**config.mk**
```make
export PLATFORM = sky130hd
export DESIGN_NAME = prio_grant_arbiter_flat
export DESIGN_NICKNAME = d
export VERILOG_FILES = /design/src/rtl/prio_grant_arbiter_pkg.sv /design/src/rtl/prio_grant_arbiter_if.sv /design/src/rtl/prio_grant_arbiter_pick.sv /design/src/rtl/prio_grant_arbiter.sv /design/src/flat_wrapper.sv
export SDC_FILE = /design/constraint.sdc
export NUM_CORES = 1
export LEC_CHECK = 0
export CAP_MARGIN = 20
export CORE_AREA = 4 4 41 43
export CTS_CLUSTER_SIZE = 10
export DETAILED_ROUTE_END_ITERATION = 8
export DIE_AREA = 0 0 45 47
export GPL_TIMING_DRIVEN = 0
export HOLD_SLACK_MARGIN = 0.02
export PLACE_DENSITY_LB_ADDON = 0.1
export SLEW_MARGIN = 20
export SYNTH_ARGS = -nofsm -noshare
export SYNTH_HDL_FRONTEND = slang
export SYNTH_SLANG_ARGS = --single-unit
```
**constraint.sdc**
```tcl
create_clock -name clk -period 2.8 [get_ports clk]
set_input_delay 0.84 -clock clk [delete_from_list [all_inputs] [get_ports clk]]
set_output_delay 0.84 -clock clk [all_outputs]
set_load 0.005 [all_outputs]
```
**src/rtl/prio_grant_arbiter_pkg.sv**
```systemverilog
// Shared types and helpers for the registered priority / round-robin grant arbiter.
package prio_arb_pkg;

  typedef enum logic {
    IDLE  = 1'b0,
    GRANT = 1'b1
  } arb_state_e;

  localparam int MODE_FIXED = 0;
  localparam int MODE_RR    = 1;

  // Callers slice the result down to their own N (N is at most 32).
  function automatic logic [31:0] idx_to_onehot(input logic [4:0] idx);
    return 32'd1 << idx;
  endfunction

endpackage

```
**src/rtl/prio_grant_arbiter_if.sv**
```systemverilog
// Request/grant bundle between request sources, the arbiter and the grant consumer.
interface prio_grant_arbiter_if #(
  parameter int N    = 4,
  parameter int IDXW = $clog2(N)
);
  logic [N-1:0]    req;
  logic            gnt_valid;
  logic            gnt_ready;
  logic [IDXW-1:0] gnt_idx;
  logic [N-1:0]    gnt_onehot;
  logic            any_req;

  modport master (
    input  req, gnt_ready,
    output gnt_valid, gnt_idx, gnt_onehot, any_req
  );

  modport slave (
    output req, gnt_ready,
    input  gnt_valid, gnt_idx, gnt_onehot, any_req
  );
endinterface

```
**src/rtl/prio_grant_arbiter_pick.sv**
```systemverilog
// Combinational circular find-first-set: first set bit of req at or after base, wrapping at N-1.
module prio_pick #(
  parameter int N    = 4,
  parameter int IDXW = $clog2(N)
) (
  input  logic [N-1:0]    req,
  input  logic [IDXW-1:0] base,
  output logic            found,
  output logic [IDXW-1:0] idx
);

  logic [2*N-1:0]  dbl;
  logic [N-1:0]    rot;
  logic [IDXW-1:0] off;
  logic [IDXW:0]   sum;

  always_comb begin
    dbl = {req, req};
    rot = dbl[base +: N];
    off = '0;
    for (int i = N - 1; i >= 0; i--) begin
      if (rot[i]) off = IDXW'(i);
    end
    // Un-rotate with an explicit mod-N wrap so non-power-of-two N works.
    sum = {1'b0, base} + {1'b0, off};
    if (sum >= (IDXW+1)'(N)) idx = IDXW'(sum - (IDXW+1)'(N));
    else                     idx = IDXW'(sum);
  end

  assign found = |req;

endmodule

```
**src/rtl/prio_grant_arbiter.sv**
```systemverilog
// Registered N-way grant arbiter, fixed priority or round-robin, with valid/ready grant handshake.
// state | meaning
// IDLE  | no grant held, gnt_valid low
// GRANT | grant presented, held stable until gnt_valid && gnt_ready
module prio_grant_arbiter
  import prio_arb_pkg::*;
#(
  parameter int N    = 4,
  parameter int RR   = MODE_FIXED,
  parameter int IDXW = $clog2(N)
) (
  input logic                  clk,
  input logic                  rst_n,
  prio_grant_arbiter_if.master bus
);

  arb_state_e      state_q, state_d;
  logic [IDXW-1:0] ptr_q, ptr_d;
  logic [IDXW-1:0] idx_q, idx_d;
  logic            valid_q, valid_d;
  logic [N-1:0]    onehot_q, onehot_d;

  logic [IDXW-1:0] ptr_inc;
  logic [IDXW-1:0] base;
  logic            pick_found;
  logic [IDXW-1:0] pick_idx;

  assign ptr_inc = (idx_q == IDXW'(N - 1)) ? '0 : idx_q + IDXW'(1);

  // A back-to-back grant must search from the pointer this handshake is about to set.
  always_comb begin
    base = '0;
    if (RR == MODE_RR) begin
      base = (state_q == GRANT) ? ptr_inc : ptr_q;
    end
  end

  prio_pick #(.N(N)) u_pick (
    .req   (bus.req),
    .base  (base),
    .found (pick_found),
    .idx   (pick_idx)
  );

  always_comb begin
    state_d  = state_q;
    ptr_d    = ptr_q;
    idx_d    = idx_q;
    valid_d  = valid_q;
    onehot_d = onehot_q;
    case (state_q)
      IDLE: begin
        if (pick_found) begin
          idx_d    = pick_idx;
          onehot_d = N'(idx_to_onehot(5'(pick_idx)));
          valid_d  = 1'b1;
          state_d  = GRANT;
        end
      end
      GRANT: begin
        if (bus.gnt_ready) begin
          if (RR == MODE_RR) ptr_d = ptr_inc;
          if (pick_found) begin
            idx_d    = pick_idx;
            onehot_d = N'(idx_to_onehot(5'(pick_idx)));
          end else begin
            valid_d  = 1'b0;
            onehot_d = '0;
            state_d  = IDLE;
          end
        end
      end
      default: state_d = IDLE;
    endcase
  end

  always_ff @(posedge clk or negedge rst_n) begin
    if (!rst_n) begin
      state_q  <= IDLE;
      ptr_q    <= '0;
      idx_q    <= '0;
      valid_q  <= 1'b0;
      onehot_q <= '0;
    end else begin
      state_q  <= state_d;
      ptr_q    <= ptr_d;
      idx_q    <= idx_d;
      valid_q  <= valid_d;
      onehot_q <= onehot_d;
    end
  end

  assign bus.gnt_valid  = valid_q;
  assign bus.gnt_idx    = idx_q;
  assign bus.gnt_onehot = onehot_q;
  assign bus.any_req    = |bus.req;

endmodule

```
**src/flat_wrapper.sv**
```systemverilog
// flat-port wrapper written by rule: the top's interface ports become plain ports
module prio_grant_arbiter_flat import prio_arb_pkg::*;
#(
  parameter int N    = 4,
  parameter int RR   = MODE_FIXED,
  parameter int IDXW = $clog2(N)
)
  (clk, rst_n, bus_req, bus_gnt_ready, bus_gnt_valid, bus_gnt_idx, bus_gnt_onehot, bus_any_req);
  prio_grant_arbiter_if #(.N(N), .IDXW(IDXW)) bus_i ();
  input logic clk;
  input logic rst_n;
  input wire logic [$bits(bus_i.req)-1:0] bus_req;
  input wire logic [$bits(bus_i.gnt_ready)-1:0] bus_gnt_ready;
  output wire logic [$bits(bus_i.gnt_valid)-1:0] bus_gnt_valid;
  output wire logic [$bits(bus_i.gnt_idx)-1:0] bus_gnt_idx;
  output wire logic [$bits(bus_i.gnt_onehot)-1:0] bus_gnt_onehot;
  output wire logic [$bits(bus_i.any_req)-1:0] bus_any_req;
  assign bus_i.req = bus_req;
  assign bus_i.gnt_ready = bus_gnt_ready;
  assign bus_gnt_valid = bus_i.gnt_valid;
  assign bus_gnt_idx = bus_i.gnt_idx;
  assign bus_gnt_onehot = bus_i.gnt_onehot;
  assign bus_any_req = bus_i.any_req;
  prio_grant_arbiter #(.N(N), .RR(RR), .IDXW(IDXW)) u_core (.clk(clk), .rst_n(rst_n), .bus(bus_i));
endmodule
```
==> run_results.csv <==
group,metric,value,unit
floorplan,coreArea,1300,µm²
global_route,grt_pass1_vias,385,
power_and_ir_drop,power.internal,0.000214,W
layout,fin_util,43.6,%
power_and_ir_drop,leakage,0.243,nW
critical_path,critPathLaunch,"bus_req[3]",
logic_synthesis,syn_avg_cell_area,9.86,µm²
global_route,grt_pass1_wl,1.73,mm
critical_path,path_buf_inv,2,
cts,path_clk_slew,50,ps
logic_synthesis,synth_seq_area_share,49.5,%
floorplan,die_h,47,µm
critical_path,reg2reg_from,"u_core.state_q",
sta,hold_ws,494,ps
power_and_ir_drop,p_total,0.000293,W
sta,slew_violations,0,
logic_synthesis,ys_warn_count,0,
power_and_ir_drop,powerDensity,516,nW/µm²
sta,rsz0062_at_grt,"false",
floorplan,start_util,31.1,%
sta,final.setup.tns,0,ps
global_route,grt_max_degree,10,
critical_path,slowest_delay,500,ps
critical_path,cp.required,1960,ps
critical_path,crit_fanout,6,
critical_path,endpoint_kind,"output port",
floorplan,io_pins,15,
drt,via_per_inst,5.25,
critical_path,cp_top_family,"buffers and inverters",
drt,wl,1.06,mm
sta,setup_viol,0,
drt,drt_iter0_drc,8,
power_and_ir_drop,ir_worst_vdd,0.197,mV
floorplan,dieWidth,45,µm
status,status,"finished clean",
global_route,grt_usage,11.3,%
critical_path,cpMostUsedCell,"dlygate4sd2_1",
sta,timing.fmax,0.362,GHz
layout,finalInstanceArea,567,µm²
cts,cts_tree,"yes",
floorplan,dieArea,2120,µm²
sta,layout_min_cycle_time,2760,ps
drt,route.detailed.drc,0,
logic_synthesis,synth.distinct_cells,22,
drt,via_count,378,
drt,firstDrtPassIters,3,
sta,hold_violations,0,
critical_path,path_cells,"dlygate4sd2_1 -> or4_4 -> dlygate4sd2_1",
hold_path,holdCritStartpoint,"u_core.bus.gnt_idx[1]",
global_route,antenna_found_initial,0,
cts,numCtsBuffers,3,
placed_design,placed_cell_area,553,µm²
logic_synthesis,syn_area,404,µm²
sta,slew_headroom,72.1,%
layout,area_growth,40.2,%
critical_path,cp-start-kind,"primary input",
logic_synthesis,synth_nets,48,
power_and_ir_drop,clkPwrFrac,31.1,%
job,drv_cap,0,
cts,post-cts-setup-buffer-count,0,
power_and_ir_drop,swShare,26.8,%
layout,nets,66,
placed_design,portBuffers,13,
placed_design,gp_congestion,0.780,
layout,n_antenna_cell,0,
sta,fin_crit_sh,98.7,%
power_and_ir_drop,p_seq_share,47.0,%
sta,tightest_slew,418,ps
sta,skew,6.78,ps
logic_synthesis,syn_inst,41,
cts,clock_latency,260,ps
power_and_ir_drop,p_comb_share,21.9,%
layout,final_layout_size_suffix_gt1_share,12.3,%
cts,cts_buffer_depth,2,
drt,final_antenna_net_count,0,
critical_path,cp_slowest_cell,"or4_4",
cts,cts.sinks,8,
critical_path,path_class,"primary input to output port",
cts,htreeDepth,1,
global_route,overflow,0,
cts,cts_root_buffer,"clkbuf_4",
hold_path,hp-class,"register to register",
logic_synthesis,synth-seq-cells,8,
power_and_ir_drop,p_sw,0.0000784,W
placed_design,dp_hpwl,774,µm
drt,avgRoutedWirePerCell,14.7,µm
critical_path,worstPathArrival,1920,ps
layout,n_fill_cell,143,
floorplan,rows,13,
==> cell usage in the layout, fill, tap and decap left out, drive strengths merged <==
cell           netlist  final
nor3                 1      1
clkbuf               0      4
o31ai                1      1
nand3                1      1
or4                  1      1
a32oi                1      1
o21ai                2      2
dfrtp                8      8
dlygate4sd2          0      3
nor2                 5      5
o41ai                1      1
nand2                4      4
o22a                 1      1
nand2b               1      1
clkdlybuf4s50        0      9
a22oi                1      1
o2bb2ai              1      1
a31oi                1      1
a21oi                3      3
inv                  2      2
a221oi               1      1
nor2b                2      2
buf                  1      1
a2bb2oi              2      2
==> power groups by stage <==
stage / sequential (W) / clock [W] / combinational [W]
floorplan: 0.000139 / 0 / 0.0000241
detailed placement: 0.000139 / 0 / 0.0000673
global placement: 0.000138 / 0 / 0.0000655
CTS: 0.000138 / 0.0000956 / 0.0000656
global route: 0.000139 / 0.000102 / 0.0000711
finish: 0.000137 / 0.0000910 / 0.0000641
==> synth_stat cells <==
cell type	instances	area share, %
dfrtp_1	8	50
nor2_1	5	4.6
nand2_1	4	3.7
a21oi_1	2	2.5
a2bb2oi_1	2	4.3
inv_1	2	1.9
nor2b_1	2	3.1
o21ai_0	2	2.5
a21oi_2	1	2.2
a221oi_1	1	2.2
a22oi_1	1	1.9
a31oi_1	1	1.5
a32oi_1	1	2.2
buf_6	1	2.8
nand2b_1	1	1.5
nand3_1	1	1.2
nor3_1	1	1.2
o22a_1	1	2.2
o2bb2ai_1	1	2.2
o31ai_1	1	1.9
o41ai_1	1	2.2
or4_4	1	2.8
==> registers in the layout (all words and copies together) (netlist names) <==
| register | count |
|---|---|
| u_core.bus.gnt_onehot | 4 |
| u_core.bus.gnt_idx | 2 |
| u_core.bus.gnt_valid | 1 |
| u_core.state_q | 1 |
==> final cells by class <==
cell class,instances,area (µm²),share of cell area [%]
plain buffers,1,11.3,1.99
clock buffers,3,22.5,3.97
inverters,2,7.51,1.32
multi-input cells,30,185,32.7
flip-flops and latches,8,200,35.3
well taps,15,18.8,3.31
repair buffers,13,121,21.4
==> stage by stage <==
step | worst slack [ps] | std cells
after floorplan | 474 | 41
after global placement | -398 | 69
after detailed placement | -411 | 69
after CTS | 2.75 | 72
after global routing | 16.9 | 72
final | 35.4 | 72
==> logic make-up (layout without fill, tap and decap cells) <==
group,count (synthesis),count (layout),share of synthesized area (%)
buf+inv,3,19,4.64
simple gates,15,15,18.3
flops,8,8,49.5
compound gates,15,15,27.6
==> path summary, 6_finish.rpt <==
check | to | slack, ps | cells past startpoint
setup / recovery | bus_any_req | 40 | 3
hold / removal | u_core.bus.gnt_idx[1] | 490 | 1
setup reg to reg | u_core.bus.gnt_idx[1] | 1530 | 3
hold reg to reg | u_core.bus.gnt_idx[1] | 490 | 1
max in group asynchronous | u_core.bus.gnt_onehot[1] | 1680 | 1
min in group asynchronous | u_core.bus.gnt_onehot[0] | 860 | 1
==> per-layer routing <==
metal | vias up | share of wire [%] | track usage (%)
met5 | - | 0 | 0
met4 | 0 | 0 | 1.75
met3 | 0 | 6.6 | 5.75
met2 | 12 | 47 | 18.1
met1 | 179 | 46 | 14.0
li1 | 187 | - | -
==> repair_timing <==
item | CTS | global route
endpoints found under the setup margin | 1 | 1
gates resized for setup | 4 | 2
hold buffers | 0 | 0
No activity file was read; power rests on OpenSTA's default activity.
